<file path="config.mk">
export PLATFORM = sky130hd
export DESIGN_NAME = mips32_mem_arbiter
export DESIGN_NICKNAME = d
export VERILOG_FILES = /design/src/rtl/mips32_pkg.sv /design/src/rtl/mips32_mem_arbiter.sv
export SDC_FILE = /design/constraint.sdc
export NUM_CORES = 1
export LEC_CHECK = 0
export CORE_MARGIN = 2
export CORE_UTILIZATION = 37
export DETAILED_ROUTE_END_ITERATION = 10
export GPL_ROUTABILITY_DRIVEN = 0
export GPL_TIMING_DRIVEN = 0
export PLACE_DENSITY = 0.8
export SYNTH_ARGS = -nofsm -noshare
export SYNTH_HDL_FRONTEND = slang
export SYNTH_SLANG_ARGS = --single-unit
export TNS_END_PERCENT = 100
</file>
<file path="constraint.sdc">
create_clock -name clk1 -period 4.11 [get_ports clk1]
set_clock_uncertainty 0.2 [all_clocks]
set_input_delay 0.6165 -clock clk1 [delete_from_list [all_inputs] [get_ports clk1]]
set_output_delay 0.6165 -clock clk1 [all_outputs]
set_load 0.02 [all_outputs]
</file>
<file path="src/rtl/mips32_pkg.sv">
// Shared definitions for the MIPS32 memory arbiter: state encoding,
// default address width and the starvation-counter helper.
package mips32_pkg;

    localparam int unsigned ADDR_W_DEF = 10;

    typedef enum logic [1:0] {
        IDLE  = 2'd0,
        RD_IF = 2'd1,
        RD_DM = 2'd2
    } arb_state_e;

    // Saturating increment used by the fetch starvation counter.
    function automatic logic [7:0] sat_inc(input logic [7:0] val, input logic [7:0] lim);
        return (val >= lim) ? lim : val + 8'd1;
    endfunction

endpackage

</file>
<file path="src/rtl/mips32_mem_arbiter.sv">
// Single-port memory arbiter between the pipe_MIPS32 IF and MEM stages.
// Data accesses win unless a waiting fetch has been passed over STARVE_MAX times.
module mips32_mem_arbiter
    import mips32_pkg::*;
#(
    parameter int unsigned ADDR_W     = ADDR_W_DEF,
    parameter int unsigned STARVE_MAX = 3
) (
    input  logic              clk1,
    input  logic              reset,

    input  logic              if_req,
    input  logic [ADDR_W-1:0] if_addr,
    output logic              if_gnt,
    output logic              if_rvalid,
    output logic [31:0]       if_rdata,

    input  logic              dm_req,
    input  logic              dm_we,
    input  logic [ADDR_W-1:0] dm_addr,
    input  logic [31:0]       dm_wdata,
    output logic              dm_gnt,
    output logic              dm_rvalid,
    output logic [31:0]       dm_rdata,

    input  logic              halted,

    output logic              mem_en,
    output logic              mem_we,
    output logic [ADDR_W-1:0] mem_addr,
    output logic [31:0]       mem_wdata,
    input  logic [31:0]       mem_rdata
);

    localparam logic [7:0] STARVE_LIM = 8'(STARVE_MAX);

    arb_state_e  state_q, state_d;
    logic [7:0]  starve_q, starve_d;
    logic        if_rvalid_q, dm_rvalid_q;
    logic [31:0] if_rdata_q, dm_rdata_q;

    logic              fetch_ok;
    logic              fetch_forced;
    logic              if_win;
    logic              dm_win;
    logic              mem_en_w;
    logic              mem_we_w;
    logic [ADDR_W-1:0] mem_addr_w;
    logic [31:0]       mem_wdata_w;

    always_comb begin
        state_d      = state_q;
        starve_d     = starve_q;
        if_win       = 1'b0;
        dm_win       = 1'b0;
        mem_en_w     = 1'b0;
        mem_we_w     = 1'b0;
        mem_addr_w   = '0;
        mem_wdata_w  = '0;
        fetch_ok     = if_req && !halted;
        fetch_forced = fetch_ok && (starve_q == STARVE_LIM);

        unique case (state_q)
            IDLE: begin
                if (dm_req && !fetch_forced) begin
                    dm_win      = 1'b1;
                    mem_en_w    = 1'b1;
                    mem_we_w    = dm_we;
                    mem_addr_w  = dm_addr;
                    mem_wdata_w = dm_wdata;
                    state_d     = dm_we ? IDLE : RD_DM;
                end else if (fetch_ok) begin
                    if_win     = 1'b1;
                    mem_en_w   = 1'b1;
                    mem_addr_w = if_addr;
                    state_d    = RD_IF;
                end
            end
            RD_IF, RD_DM: state_d = IDLE;
            default:      state_d = IDLE;
        endcase

        // A halted fetch neither ages nor clears the counter while if_req stays high.
        if (!if_req || if_win) begin
            starve_d = '0;
        end else if (dm_win && !halted) begin
            starve_d = sat_inc(starve_q, STARVE_LIM);
        end
    end

    always_ff @(posedge clk1 or posedge reset) begin
        if (reset) begin
            state_q     <= IDLE;
            starve_q    <= '0;
            if_rvalid_q <= 1'b0;
            dm_rvalid_q <= 1'b0;
            if_rdata_q  <= '0;
            dm_rdata_q  <= '0;
        end else begin
            state_q     <= state_d;
            starve_q    <= starve_d;
            if_rvalid_q <= (state_q == RD_IF);
            dm_rvalid_q <= (state_q == RD_DM);
            if (state_q == RD_IF) begin
                if_rdata_q <= mem_rdata;
            end
            if (state_q == RD_DM) begin
                dm_rdata_q <= mem_rdata;
            end
        end
    end

    // Grant-cycle outputs are combinational, so they are masked directly while reset is high.
    assign if_gnt    = if_win   && !reset;
    assign dm_gnt    = dm_win   && !reset;
    assign mem_en    = mem_en_w && !reset;
    assign mem_we    = mem_we_w && !reset;
    assign mem_addr  = mem_addr_w;
    assign mem_wdata = mem_wdata_w;

    assign if_rvalid = if_rvalid_q;
    assign if_rdata  = if_rdata_q;
    assign dm_rvalid = dm_rvalid_q;
    assign dm_rdata  = dm_rdata_q;

endmodule

</file>
Word-level counts from Yosys, hierarchy flattened. Cells that the tools add are included. W data, S select, Z words.

Flip-flop bits (word level): 76. Input bits: 90. Output and inout port bits: 112. Word-level logic and storage cells: 48.

$add $sub $neg: 1. Order comparisons: 1. Eq/ne operators: 4. Mux-type cells: 21. Reduce and logical (&&, ||, !) cells: 15.

Operator list (count): $mux W32 (2); $mux W10 (3); $mux W8 (3); $mux W1 (9); $add A8 B1 Y8 const B (1); $eq A8 B2 Y1 const B (1); $ge A8 B2 Y1 const B (1); $logic_and A1 B1 Y1 (8); $mux W2 (4); $logic_not A1 Y1 (4); $ne A3 B3 Y1 const B (1); $eq A2 B1 Y1 const B (1); $eq A2 B2 Y1 const B (1); $logic_not A2 Y1 (1); $reduce_bool A2 Y1 (1); $logic_or A1 B1 Y1 (1).

Longest topological paths before layout. Gate-level depths: netlist (run 1).

Depth in word-level cells: 10. Gate-level depth with buffers: 6.

Worst setup path after synthesis (run 1). OpenSTA, ideal clock, no wires.

Path type: input to output. From: input reset. To: output mem_we. Arrival time: 2786 ps. Required time: 3293 ps. Setup slack: 507 ps. Cell stages on the path: 2. Buffers on the path: 0. Cells stage by stage: inv_1 -> and3_2.

Longest elaborated chain between the ends: 2.

RTL lines: start, declared (line mips32_mem_arbiter.sv:10) `input logic reset,`; $logic_not A1 Y1 (line mips32_mem_arbiter.sv:117) `assign mem_we = mem_we_w && !reset;`; $logic_and A1 B1 Y1 (line mips32_mem_arbiter.sv:117); end, declared (line mips32_mem_arbiter.sv:29) `output logic mem_we,`.

Every way passes these cells.

Worst setup path after layout (run 1).
From: input halted. To: output mem_wdata[8].

Longest elaborated chain between the ends: 7.

RTL lines: start, declared (line mips32_mem_arbiter.sv:26) `input logic halted,`; $logic_not A1 Y1 (line mips32_mem_arbiter.sv:60) `fetch_ok = if_req && !halted;`; $logic_and A1 B1 Y1 (line mips32_mem_arbiter.sv:60); $logic_and A1 B1 Y1 (line mips32_mem_arbiter.sv:61) `fetch_forced = fetch_ok && (starve_q == STARVE_LIM);`; $logic_not A1 Y1 (line mips32_mem_arbiter.sv:65) `if (dm_req && !fetch_forced) begin`; $logic_and A1 B1 Y1 (line mips32_mem_arbiter.sv:65); $mux W32 (line mips32_mem_arbiter.sv:65); $mux W32 (line mips32_mem_arbiter.sv:63) `unique case (state_q)`; end, declared (line mips32_mem_arbiter.sv:31) `output logic [31:0] mem_wdata,`.

Every way passes these cells.

==> reports/summary.log, run 1 <==
INFO  placed_design  io_buffers=201
INFO  cts            later_pin_clock_latency_in_the_skew_report=0.34ns
INFO  final_layout   layout.cells.most_common_list=201 x clkdlybuf4s50_1, 76 x dfrtp_1, 64 x mux2_2
INFO  final_layout   final.fill_count=679
INFO  routing        antenna_violating_nets_post_route=0
INFO  synthesis      netlist_instances=227
INFO  critical_path  crit_arrival=2.74ns
INFO  synthesis      synth_fp_nets=318
INFO  floorplanning  floorplan.die_area=9610µm²
INFO  timing         worst_slew_pin_slew=0.601ns
INFO  cts            cts_setup_buffers=0
INFO  cts            cts_resized=0
INFO  timing         hold-worst-slack=0.293ns
INFO  final_layout   sequential_cell_area=1900µm²
INFO  critical_path  type_of_origin_of_the_critical_path=primary input
INFO  routing        drtPass1Iterations=4
INFO  global_routing antenna_violations_before_repair=0
INFO  floorplanning  die_y=98.0µm
INFO  run_status     status=complete, no violations
INFO  synthesis      post_synth_mux_area_share=0.220
INFO  critical_path  timing.critical_path.mode_cell=clkdlybuf4s50_1
INFO  synthesis      postSynthAreaPerCell=14.4µm²
INFO  final_layout   design_area=5640µm²
INFO  global_routing grt_max_degree=46
INFO  cts            post_cts_hold_buffer_count=0
INFO  routing        route.detailed.drc=0
INFO  cts            cts_root_buf=clkbuf_8
INFO  synthesis      synthDominantCellAreaShare=0.581
INFO  routing        wl=9670µm
INFO  critical_path  crit_fanout=10
INFO  final_layout   area_of_combinational_cells_with_multiple_inputs=1280µm²
INFO  cts            cts_htree_levels=3
INFO  critical_path  critical_path.cell_chain=clkdlybuf4s50_1 > and2b_1 > a31oi_4 > clkbuf_2 > and2_2 > clkdlybuf4s50_1
INFO  final_layout   ratio_of_cells_with_drive_above_1_in_the_final_layout=0.297
INFO  synthesis      synth_compound_area_frac=0.0539
INFO  synthesis      number_of_distinct_library_cell_variants_in_the_gate_level_netlist_after_synthesis=26
INFO  pwr            power_density=442nW/µm²
INFO  critical_path  worstSetupEndpointType=output pin
INFO  global_routing grt_remaining_overflow=0
INFO  pwr            leak_pwr=0.00238µW
INFO  floorplanning  initial_core_utilization=0.379
INFO  routing        avgRoutedWirePerCell=17.5µm
INFO  timing         worst_slack=0.558ns
INFO  floorplanning  core_region_area=8640µm²
INFO  cts            cts_tree=built
INFO  floorplanning  fp-row-count=34
INFO  synthesis      largest_family_of_logic_cells_by_synthesized_area=multiplexers
INFO  cts            clkSinkCount=76
INFO  routing        drt_initial_violations=94
INFO  min_path       min_path_type=reg2reg
INFO  timing         finalSetupViolations=0
INFO  placed_design  detailedPlacementHpwl=7680µm
INFO  global_routing grt_pass1_wl=15500µm
INFO  placed_design  dpl_cell_area=5440µm²
INFO  synthesis      synth_seq_cells=76
INFO  cts            cts.reportedPaths.clkPinSlew=0.08ns
INFO  timing         worst_slew_margin_rel=0.599
INFO  global_routing number_of_global_route_vias_before_repair=2925
INFO  placed_design  dp_slack=0.561ns
INFO  routing        vias=2649
INFO  timing         max_freq=0.282GHz
INFO  synthesis      synth-adder-area-share=0.00383
INFO  final_layout   diodes=0
INFO  critical_path  critical_path.n_buffers_inverters=3
INFO  floorplanning  floorplan.io_pins=202
INFO  job            max_cap_viol_count=0
INFO  cts            clock_tree.buffer_depth=2
INFO  timing         final_min_period_over_clock_period=0.864
INFO  final_layout   most_frequent_standard_cell_in_the_layout_excluding_fill_and_tap_cells=clkdlybuf4s50_1
INFO  pwr            irDropWorstVdd=0.000317V
INFO  critical_path  path_class=in2out
INFO  synthesis      simple_gate_fraction_of_synth_area=0.114
INFO  synthesis      synth_warnings=0
INFO  timing         period_needed=3.55ns
INFO  timing         timing_max_transition_violations_final=0
INFO  pwr            total_power=2490µW
INFO  timing         finalHoldViolations=0
INFO  synthesis      yosysSeqAreaShare=0.581
INFO  critical_path  worst-endpoint-required=3.29ns
INFO  final_layout   nets=531
INFO  synthesis      post-synth-top-area-cell=dfrtp_1
INFO  floorplanning  chipWidth=98.0µm
INFO  synthesis      cell_types_occupying_the_most_area_after_synthesis=dfrtp_1 58%, mux2_2 22%, and2_2 7.1%, a22o_1 2.1%, and2_1 1.7%
INFO  global_routing groute.usage.overall=0.208
INFO  synthesis      postSynth.topFlopCell=dfrtp_1
INFO  critical_path  critical-path-slowest-cell=clkdlybuf4s50_1
INFO  synthesis      async_flop_share=1.00
INFO  critical_path  max_stage_delay=0.67ns
INFO  cts            cts_inserted_buffers=9
INFO  critical_path  critical-path-top-delay-family=buffers and inverters
INFO  synthesis      yosys.area_share.xor_xnor=0
INFO  timing         rsz0062_at_grt=no
INFO  final_layout   syn2layout_area_growth=72.5%
INFO  synthesis      synth_enable_flop_cells=0
INFO  synthesis      synthesis.area=3270µm²
INFO  routing        post_drt_via_cell_ratio=4.79
INFO  final_layout   final_cell_utilization_of_the_core=0.653
-- sequential cells by signal, summed over array words and instances (netlist names) --
register	flops
dm_rdata	32
if_rdata	32
starve_q	8
state_q	2
dm_rvalid	1
if_rvalid	1
-- Yosys cell counts (2+ instances only) --
cell type / n
a22o_1: 8
and2_2: 31
and3_2: 2
a22o_2: 4
mux2_2: 64
clkbuf_2: 3
and2_1: 9
o21ai_0: 2
inv_1: 4
buf_2: 4
clkbuf_1: 4
buf_6: 2
nor2b_1: 2
dfrtp_1: 76
-- report_power, final --
part / internal, µW / switching, µW / leakage (µW)
Sequential: 902 / 78.2 / 0.000920
Clock: 283 / 278 / 0.0000958
Combinational: 524 / 427 / 0.00136
Total: 1710 / 784 / 0.00238
-- routing by layer --
metal,part of all wire,vias to the layer above,global-route usage
met3,0.096,12,0.0931
met2,0.52,123,0.377
met5,0,-,0
li1,-,1214,-
met4,0.019,0,0.0566
met1,0.36,1300,0.217
-- stage by stage --
step                setup TNS, ns  std cells
finish                          0        553
global route                    0        553
CTS                             0        553
detailed placement              0        537
global placement            -3.61        536
floorplan                       0        227
-- cell type report --
cell class | count | area share
plain buffers | 13 | 0.0129
clock buffers | 9 | 0.0220
clock inverters | 7 | 0.0135
inverters | 4 | 0.00311
multi-input cells | 134 | 0.227
flip-flops and latches | 76 | 0.337
well taps | 108 | 0.0240
repair buffers | 202 | 0.360
-- cell families after synthesis --
group | count (synthesis)
simple gates | 51
compound gates | 18
fa+ha+maj | 1
buf+inv | 17
mux | 64
flops | 76
-- final timing paths --
check                                   startpoint                        to  slack [ns]  cells past startpoint
setup / recovery                            halted              mem_wdata[8]        0.56                      6
hold / removal             starve_q[4]$_DFFE_PP0P_   starve_q[4]$_DFFE_PP0P_        0.29                      1
setup reg to reg            state_q[1]$_DFFE_PP0P_  dm_rdata[23]$_DFFE_PP0P_        2.10                      4
hold reg to reg            starve_q[4]$_DFFE_PP0P_   starve_q[4]$_DFFE_PP0P_        0.29                      1
max in group asynchronous                    reset  dm_rdata[21]$_DFFE_PP0P_        2.71                      3
min in group asynchronous                    reset    state_q[0]$_DFFE_PP0P_        0.43                      2
Note: power is estimated with default switching activity, not from simulation.
==> run 2, diff against run 1 <==
--- a/config.mk
+++ b/config.mk
@@ -10,7 +10,8 @@
 export DETAILED_ROUTE_END_ITERATION = 10
 export GPL_ROUTABILITY_DRIVEN = 0
 export GPL_TIMING_DRIVEN = 0
-export PLACE_DENSITY = 0.8
+export MAX_ROUTING_LAYER = met4
+export PLACE_DENSITY = 0.77
 export SYNTH_ARGS = -nofsm -noshare
 export SYNTH_HDL_FRONTEND = slang
 export SYNTH_SLANG_ARGS = --single-unit
==> run 2 against run 1 <==
Wire length is 2.6% higher. Largest cell class unchanged. Power is 1.9% higher. Count of clock-buffer cells in the layout rose by 1. Sequential share of layout area shrank 0.14 points. Critical path depth stayed put. Final area grew 0.42%. Register-to-register slack improved by 0.02 ns. Global-route usage is 0.27 points higher. Utilization increased by 0.28 points. Die area stayed put. Highest routed layer unchanged.
==> reports/summary.log, run 2 (same netlist as run 1, synthesis figures left out) <==
INFO  cts            clkSinkCount=76
INFO  global_routing grt_pass1_wl=15200µm
INFO  timing         period_needed=3.57ns
INFO  pwr            irDropWorstVdd=0.000314V
INFO  global_routing grt_remaining_overflow=0
INFO  pwr            leak_pwr=0.00239µW
INFO  cts            cts_root_buf=clkbuf_8
INFO  cts            cts_inserted_buffers=9
INFO  critical_path  worst_r2r_path_depth=4
INFO  final_layout   layout.cells.most_common_list=201 x clkdlybuf4s50_1, 76 x dfrtp_1, 64 x mux2_2
INFO  critical_path  worst-endpoint-required=3.29ns
INFO  cts            cts.reportedPaths.clkPinSlew=0.07ns
INFO  pwr            power_density=449nW/µm²
INFO  global_routing antenna_violations_before_repair=0
INFO  global_routing groute.usage.overall=0.210
INFO  critical_path  worstSetupEndpointType=output pin
INFO  routing        drtPass1Iterations=4
INFO  floorplanning  floorplan.die_area=9610µm²
INFO  timing         worst_slew_margin_rel=0.617
INFO  final_layout   diodes=0
INFO  cts            clock_tree.buffer_depth=2
INFO  placed_design  placed_cells_incl_taps=537
INFO  final_layout   nets=531
INFO  final_layout   most_frequent_standard_cell_in_the_layout_excluding_fill_and_tap_cells=clkdlybuf4s50_1
INFO  placed_design  dpl_cell_area=5450µm²
INFO  cts            cts_resized=0
INFO  floorplanning  initial_core_utilization=0.379
INFO  floorplanning  die_y=98.0µm
INFO  floorplanning  core_region_area=8640µm²
INFO  min_path       worstHoldEndpoint=starve_q[4]$_DFFE_PP0P_
INFO  final_layout   final.fill_count=670
INFO  min_path       hp-start=starve_q[4]$_DFFE_PP0P_
INFO  cts            post_cts_hold_buffer_count=0
INFO  timing         final_min_period_over_clock_period=0.867
INFO  final_layout   final_cell_utilization_of_the_core=0.656
INFO  cts            cts_tree=built
INFO  cts            later_pin_clock_latency_in_the_skew_report=0.33ns
INFO  min_path       whs_path_depth=1
INFO  global_routing grt_max_degree=77
INFO  cts            cts_setup_buffers=0
INFO  critical_path  critical_path.cell_chain=or4_4 > o41ai_2 > and3_2 > buf_6 > a22o_1 > clkdlybuf4s50_1
INFO  critical_path  critical-path-slowest-cell=clkdlybuf4s50_1
INFO  floorplanning  floorplan.io_pins=202
INFO  routing        antenna_violating_nets_post_route=0
INFO  placed_design  io_buffers=201
INFO  critical_path  path_class=reg2out
INFO  critical_path  crit_arrival=2.75ns
INFO  run_status     status=complete, no violations
INFO  routing        vias=2666
INFO  min_path       min_path_type=reg2reg
INFO  job            max_cap_viol_count=0
INFO  critical_path  type_of_origin_of_the_critical_path=flip-flop
INFO  timing         timing_max_transition_violations_final=0
INFO  critical_path  worstReg2RegEnd=dm_rdata[28]$_DFFE_PP0P_
INFO  timing         finalSetupViolations=0
INFO  critical_path  max_stage_delay=0.68ns
INFO  routing        avgRoutedWirePerCell=17.9µm
INFO  timing         max_freq=0.280GHz
INFO  placed_design  detailedPlacementHpwl=7900µm
INFO  final_layout   design_area=5660µm²
INFO  global_routing number_of_global_route_vias_before_repair=2809
INFO  critical_path  timing.reg2reg.setup_slack=2.12ns
INFO  timing         rsz0062_at_grt=no
INFO  routing        wl=9920µm
INFO  final_layout   finish.cell_count_without_fillers=553
INFO  routing        post_drt_via_cell_ratio=4.82
INFO  timing         worst_slew_pin_slew=0.575ns
INFO  critical_path  critical_path.reg2reg.startpoint=state_q[1]$_DFFE_PP0P_
INFO  cts            cts_htree_levels=3
INFO  routing        drt_initial_violations=94
INFO  floorplanning  fp-row-count=34
INFO  final_layout   syn2layout_area_growth=73.2%
INFO  final_layout   ratio_of_cells_with_drive_above_1_in_the_final_layout=0.294
INFO  routing        route.detailed.drc=0
INFO  timing         fin_setup_tns=0ns
INFO  timing         finalHoldViolations=0
INFO  floorplanning  chipWidth=98.0µm
INFO  critical_path  crit_fanout=10
run 2: cell types whose count changed in the layout (fill, tap and decap cells not counted), sizes merged:
cell,delta
clkinv,-1
bufinv,+1
inv,-1
clkbuf,+1
run 2: power breakdown:
part           switching, µW  internal [µW]  total, µW
Sequential              79.5            902        982
Clock                    268            342        610
Combinational            425            525        950
Total                    773           1770       2540
run 2: cell type report:
cell class	count	area, µm²	share of cell area
repair buffers	202	2040	0.360
flip-flops and latches	76	1900	0.336
multi-input cells	134	1280	0.226
well taps	108	135	0.0239
clock buffers	10	128	0.0225
clock inverters	6	88.8	0.0157
plain buffers	13	72.6	0.0128
inverters	4	17.5	0.00309
run 2: critical path: cells and delay by family, from the launching register on:
family	cells	cell delay (ns)
DFF	1	0.38
and+or+nand+nor	2	0.83
buffers and inverters	2	0.83
AOI/OAI and AO/OA	2	0.38
run 2: per-layer routing:
| metal | part of all wire | GRT usage | up-vias | wire length, µm |
|---|---|---|---|---|
| li1 | - | - | 1217 | - |
| met1 | 0.40 | 0.240 | 1314 | 3940 |
| met2 | 0.52 | 0.369 | 121 | 5160 |
| met3 | 0.066 | 0.0515 | 14 | 658 |
| met4 | 0.016 | 0.0566 | 0 | 162 |
| met5 | 0 | - | - | 0 |
run 2: how the worst max path moves through the flow:
stage	start	to	slack, ns	depth (start not counted)
2_1_floorplan	reset	mem_we	0.51	2
6_report	starve_q[2]$_DFFE_PP0P_	mem_addr[8]	0.54	6
4_1_cts	starve_q[2]$_DFFE_PP0P_	mem_addr[4]	0.52	6
3_3_place_gp	reset	mem_we	-1.04	4
3_5_place_dp	halted	mem_wdata[18]	0.54	6
5_1_grt	starve_q[2]$_DFFE_PP0P_	mem_addr[8]	0.42	6
run 2: through the flow:
step                      worst slack, ns  hold WS, ns  power (µW)
after global placement              -1.04        0.271        1930
final                               0.545        0.292        2540
after global routing                0.419        0.295        2660
after CTS                           0.520        0.283        2570
after detailed placement            0.537        0.273        1950
after floorplan                     0.507        0.255        1430
